<file path="src/rtl/ladybird_mmio_stream_bridge.sv">
// Memory-mapped bridge from the core data bus to N_CH push/pop stream channels.
// Each channel exposes a DATA and a STATUS word; stalled data accesses can time out.
module ladybird_mmio_stream_bridge #(
  parameter int          N_CH      = 2,
  parameter int          DATA_W    = 8,
  parameter logic [31:0] BASE_ADDR = 32'hFFFF_FF00,
  parameter int          TIMEOUT   = 0,
  parameter logic [31:0] ERR_VALUE = 32'hFFFF_FFFF
) (
  input  logic                     clk,
  input  logic                     anrst,
  input  logic                     bus_req,
  input  logic [31:0]              bus_addr,
  input  logic [3:0]               bus_wstrb,
  input  logic [31:0]              bus_wdata,
  output logic                     bus_gnt,
  output logic [31:0]              bus_rdata,
  output logic                     bus_rvalid,
  output logic [N_CH*DATA_W-1:0]   tx_data,
  output logic [N_CH-1:0]          tx_valid,
  input  logic [N_CH-1:0]          tx_ready,
  input  logic [N_CH*DATA_W-1:0]   rx_data,
  input  logic [N_CH-1:0]          rx_valid,
  output logic [N_CH-1:0]          rx_ready
);

  // state   | meaning
  // IDLE    | ready for a request, bus_gnt high
  // RD_DATA | popping the selected channel, waiting for rx_valid or timeout
  // WR_DATA | pushing the selected channel, waiting for tx_ready or timeout
  // RESP    | single-cycle STATUS / unmapped completion

  localparam int                CH_W     = (N_CH > 1) ? $clog2(N_CH) : 1;
  localparam int                TMR_W    = (TIMEOUT > 1) ? $clog2(TIMEOUT) : 1;
  localparam logic [31:0]       WIN_SIZE = 32'(8 * N_CH);
  localparam logic [TMR_W-1:0]  T_LAST   = TMR_W'((TIMEOUT > 0) ? TIMEOUT - 1 : 0);

  typedef enum logic [1:0] {IDLE, RD_DATA, WR_DATA, RESP} state_t;

  state_t              state_q, state_d;
  logic [31:0]         addr_q;
  logic                write_q;
  logic [DATA_W-1:0]   wdata_q;
  logic                w1c_q;
  logic [TMR_W-1:0]    timer_q;
  logic [N_CH-1:0]     flag_q;
  logic [N_CH-1:0]     set_flag, clr_flag;

  logic [31:0]         off_in, off_q;
  logic                mapped_in, mapped_q;
  logic [CH_W-1:0]     ch_q;
  logic                accept, expire;
  logic                tx_ready_c, rx_valid_c;
  logic [DATA_W-1:0]   rx_data_c;
  logic [31:0]         status_c;
  logic                unused_wdata;

  assign off_in    = bus_addr - BASE_ADDR;
  assign mapped_in = off_in < WIN_SIZE;
  assign off_q     = addr_q - BASE_ADDR;
  assign mapped_q  = off_q < WIN_SIZE;
  assign ch_q      = off_q[3 +: CH_W];

  assign accept = bus_req && (state_q == IDLE);
  assign expire = (TIMEOUT > 0) && (timer_q == T_LAST);

  assign tx_ready_c   = tx_ready[ch_q];
  assign rx_valid_c   = rx_valid[ch_q];
  assign rx_data_c    = rx_data[ch_q*DATA_W +: DATA_W];
  assign status_c     = {29'd0, flag_q[ch_q], rx_valid_c, tx_ready_c};
  assign unused_wdata = ^bus_wdata;

  always_ff @(posedge clk or negedge anrst) begin
    if (!anrst) begin
      state_q <= IDLE;
      addr_q  <= '0;
      write_q <= 1'b0;
      wdata_q <= '0;
      w1c_q   <= 1'b0;
      timer_q <= '0;
      flag_q  <= '0;
    end else begin
      state_q <= state_d;
      // a timeout set in the same cycle as a W1C clear must survive
      flag_q  <= (flag_q & ~clr_flag) | set_flag;
      if (accept) begin
        addr_q  <= bus_addr;
        write_q <= |bus_wstrb;
        wdata_q <= bus_wdata[DATA_W-1:0];
        w1c_q   <= bus_wdata[2];
        timer_q <= '0;
      end else if (state_q == RD_DATA || state_q == WR_DATA) begin
        timer_q <= timer_q + 1'b1;
      end
    end
  end

  always_comb begin
    state_d    = state_q;
    bus_gnt    = 1'b0;
    bus_rvalid = 1'b0;
    bus_rdata  = '0;
    tx_valid   = '0;
    tx_data    = '0;
    rx_ready   = '0;
    set_flag   = '0;
    clr_flag   = '0;
    case (state_q)
      IDLE: begin
        bus_gnt = 1'b1;
        if (bus_req) begin
          if (!mapped_in || off_in[2]) state_d = RESP;
          else if (|bus_wstrb)         state_d = WR_DATA;
          else                         state_d = RD_DATA;
        end
      end
      RD_DATA: begin
        rx_ready[ch_q] = 1'b1;
        if (rx_valid_c) begin
          bus_rvalid = 1'b1;
          bus_rdata  = 32'(rx_data_c);
          state_d    = IDLE;
        end else if (expire) begin
          bus_rvalid     = 1'b1;
          bus_rdata      = ERR_VALUE;
          set_flag[ch_q] = 1'b1;
          state_d        = IDLE;
        end
      end
      WR_DATA: begin
        tx_valid[ch_q]                 = 1'b1;
        tx_data[ch_q*DATA_W +: DATA_W] = wdata_q;
        if (tx_ready_c) begin
          state_d = IDLE;
        end else if (expire) begin
          set_flag[ch_q] = 1'b1;
          state_d        = IDLE;
        end
      end
      RESP: begin
        if (!write_q) begin
          bus_rvalid = 1'b1;
          bus_rdata  = mapped_q ? status_c : 32'd0;
        end else if (mapped_q && w1c_q) begin
          clr_flag[ch_q] = 1'b1;
        end
        state_d = IDLE;
      end
      default: state_d = IDLE;
    endcase
  end

endmodule

</file>
<file path="config.mk">
export PLATFORM = sky130hd
export DESIGN_NAME = ladybird_mmio_stream_bridge
export DESIGN_NICKNAME = d
export VERILOG_FILES = /design/src/rtl/ladybird_mmio_stream_bridge.sv
export SDC_FILE = /design/constraint.sdc
export NUM_CORES = 1
export LEC_CHECK = 0
export CORE_UTILIZATION = 39
export DETAILED_ROUTE_END_ITERATION = 10
export GPL_ROUTABILITY_DRIVEN = 0
export MAX_ROUTING_LAYER = met4
export PLACE_DENSITY = 0.9
export SLEW_MARGIN = 20
export SYNTH_ARGS = -nofsm -noshare
export SYNTH_HDL_FRONTEND = slang
export SYNTH_SLANG_ARGS = --single-unit
</file>
<file path="constraint.sdc">
create_clock -name clk -period 2.35 [get_ports clk]
set_input_delay 0.235 -clock clk [delete_from_list [all_inputs] [get_ports clk]]
set_output_delay 0.235 -clock clk [all_outputs]
set_load 0.01 [all_outputs]
</file>
==> metrics.yaml <==
synthesis:
  yosys.area.top_type_share_pct: 40.76
  ys_warn_count: 0
  synth_area_sq_um: 2579
  yosys_most_used_dff: "dfrtp_1"
  synth_seq_area_share_pct: 40.76
  ys_top_cells_by_area: "dfrtp_1 41%, mux2_2 16%, buf_4 7.0%"
  yosysTopAreaCell: "dfrtp_1"
  ys_ff_latch: 42
  async_reset_ff_share_pct: 100.0
  syn_inst: 251
  synth_area_per_cell_sq_um: 10.27
  synthDistinctLibCells: 42
  synth_edf_count: 0
clock_network:
  numCtsBuffers: 5
  cts_hold_buf: 0
  htree_num_levels: 2
  clkTransAtPathRegs_ps: 70
  cts_num_sinks: 42
  insertion_delay_ps: 290
  tritoncts: "built"
  clockBufferDepth: 2
  cts-root-buf: "clkbuf_8"
run:
  cap_violations: 0
hold_path:
  hp-class: "primary input to async pin"
sta:
  tightest_slew_ps: 925.9
  finalCritPeriodShare_pct: 112.6
  tns_ps: -791.5
  slew_headroom_pct: 38.27
  fin_ws_ps: -297.0
  final-max-slew-violation-count: 0
  fmax_ghz: 0.3778
  hold_viol_final: 0
  clock_skew_ps: 2.557
  rsz0062_at_grt: "yes"
  period_needed_ps: 2647
  setup_viol: 3
floorplan:
  die_area_sq_um: 6941
  initial_core_util_pct: 40.61
  ios: 145
  dieWidth_um: 83.32
  rows: 29
  die_h_um: 83.32
  fp.coreArea_sq_um: 6350
route:
  drtIter0Drc: 136
  ant_nets: 0
  routed_via_density: 5.258
  wl_um: 7123
  num_vias: 2429
  wire_per_inst_um: 15.42
  firstDrtPassIters: 4
  drcViolationCount: 0
cells_and_area:
  drive_above_1_share_pct: 28.83
  fillerInstances: 505
  final_core_util_pct: 62.88
  fin_nets: 475
  syn_to_final_growth_pct: 54.83
  diodes: 0
worst_setup_path:
  arrival_ps: 2410
  max_stage_delay_ps: 430
  crit_start: "addr_q[9]"
  critPathLaunchType: "register"
  r2r_start: "addr_q[9]"
  cp_cell_sequence: "nand4_1 > or3_4 > buf_4 > nor4_4 > o2111ai_4 > buf_4 > o31ai_2 > buf_2"
  crit_path_max_fanout: 3
  crit_required_ps: 2120
  critPathKind: "register to output port"
  cp_common_cell: "buf_4"
  cpMaxStageDelayCell: "or3_4"
  cp-end-kind: "output port"
global_routing:
  grt_pass1_vias: 2449
  grt_usage_pct: 20.79
  grt_max_degree: 44
  grt_overflow: 0
  grt_busiest_layer: "met2"
  grt_util_met2_pct: 36.44
  use_met3_pct: 5.368
  grt_pass1_wl_um: 11300
  antenna_found_initial: 0
  met1_usage_pct: 23.00
placement:
  io_buffers: 94
  dpl.hpwl_um: 5082
power:
  p_leak_uw: 0.001642
  powerDensity_nw_per_um2: 999.9
  ir_drop_v: 0.0007006
outcome:
  violations: "setup timing"
  outcome: "complete, but fails checks"
path summary, 6_finish.rpt:
| kind | end | cells after the start | slack [ps] |
|---|---|---|---|
| max | bus_rdata[2] | 8 | -300 |
| min | wdata_q[7] | 1 | 80 |
| max reg2reg | flag_q[0] | 8 | 30 |
| min reg2reg | addr_q[5] | 1 | 510 |
| max in group asynchronous | addr_q[3] | 1 | 1630 |
| min in group clk | addr_q[5] | 1 | 510 |
layout by cell type (no fill, tap or decap), types with 6 or more instances in the layout:
master           Yosys  routed
buf_4               24      40
conb_1               1      24
nor2_1              19      19
nand4_1             13      13
nand2_1              9       8
dfrtp_1             42      40
clkbuf_8             0       6
mux2i_1             12      12
o21ai_0              8       7
clkdlybuf4s50_1      0      90
mux2_2              36      36
and2_1              17      16
sequential cells by signal, indices dropped and copies added (netlist names):
| name | count |
|---|---|
| addr_q | 29 |
| flag_q | 2 |
| state_q | 2 |
| write_q | 1 |
| wdata_q | 8 |
worst max-delay path, delay by kind of cell, from the launching register on:
kind | cells | cell delay (ps)
buffers and inverters | 3 | 520
AO/OA/AOI/OAI | 2 | 430
flip-flops | 1 | 350
AND/OR/NAND/NOR | 3 | 810
cell type report:
type / count / area (sq um) / share of cell area (%)
well taps: 77 / 96.34 / 2.413
multi-input cells: 196 / 1495 / 37.45
inverters: 4 / 15.01 / 0.3761
clock inverters: 1 / 5.005 / 0.1254
clock buffers: 7 / 86.33 / 2.162
flip-flops and latches: 42 / 1054 / 26.39
repair buffers: 135 / 1241 / 31.09
synth_stat cells, drive strengths merged (2+ instances only):
master    n
clkbuf    7
o2111ai   3
a211oi    2
nand3     4
inv       4
nor4      5
mux2i    12
a211o     2
mux2     36
or3       5
nor2     19
o21ai     8
a21oi     2
nand2b    4
or2       2
nor3      3
o31ai     3
nand2     9
buf      25
and2     17
xnor2     2
and3      4
nand4    13
dfrtp    42
o211ai    4
o41a      2
routing by layer:
layer / up-vias / wire (um)
met3: 19 / 512
met1: 1149 / 2796
met4: 0 / 125
met2: 119 / 3689
met5: - / 0
li1: 1142 / -
what timing repair did:
item,4_1_cts,5_1_grt
resized for setup,24,9
endpoints found under the setup margin,3,15
pin swaps,11,5
buffers inserted,8,5
power by group:
| part | leakage (uW) | internal, uW | switching [uW] |
|---|---|---|---|
| combinational | 0.00110 | 1230 | 890 |
| clock | 0.0000482 | 237 | 236 |
| sequential | 0.000495 | 1070 | 329 |
| total | 0.00164 | 2540 | 1460 |
through the flow:
| step | power (uW) | std cells | worst slack (ps) | cell area, sq um | hold WS (ps) |
|---|---|---|---|---|---|
| floorplan | 2375 | 274 | 324.3 | 2665 | -60.59 |
| finish | 3992 | 462 | -297.0 | 3993 | 77.91 |
| global placement | 3218 | 441 | -223.3 | 3711 | 411.5 |
| global route | 4236 | 462 | -447.4 | 3993 | 152.3 |
| CTS | 3861 | 457 | -107.4 | 3899 | 111.2 |
| detailed placement | 3303 | 441 | -292.3 | 3711 | 430.0 |
kinds of logic (layout without fill, tap and decap cells):
group	Yosys count	in the layout	share of synthesized area (%)
and+or+nand+nor	91	91	20.04
muxes	48	48	20.38
DFF	42	42	40.76
buffers and inverters	36	147	8.733
AOI/OAI and AO/OA	31	31	9.268
xor gates and xnor gates	2	2	0.6794
other	1	24	0.1454
No activity file was read; power rests on OpenSTA's default activity.
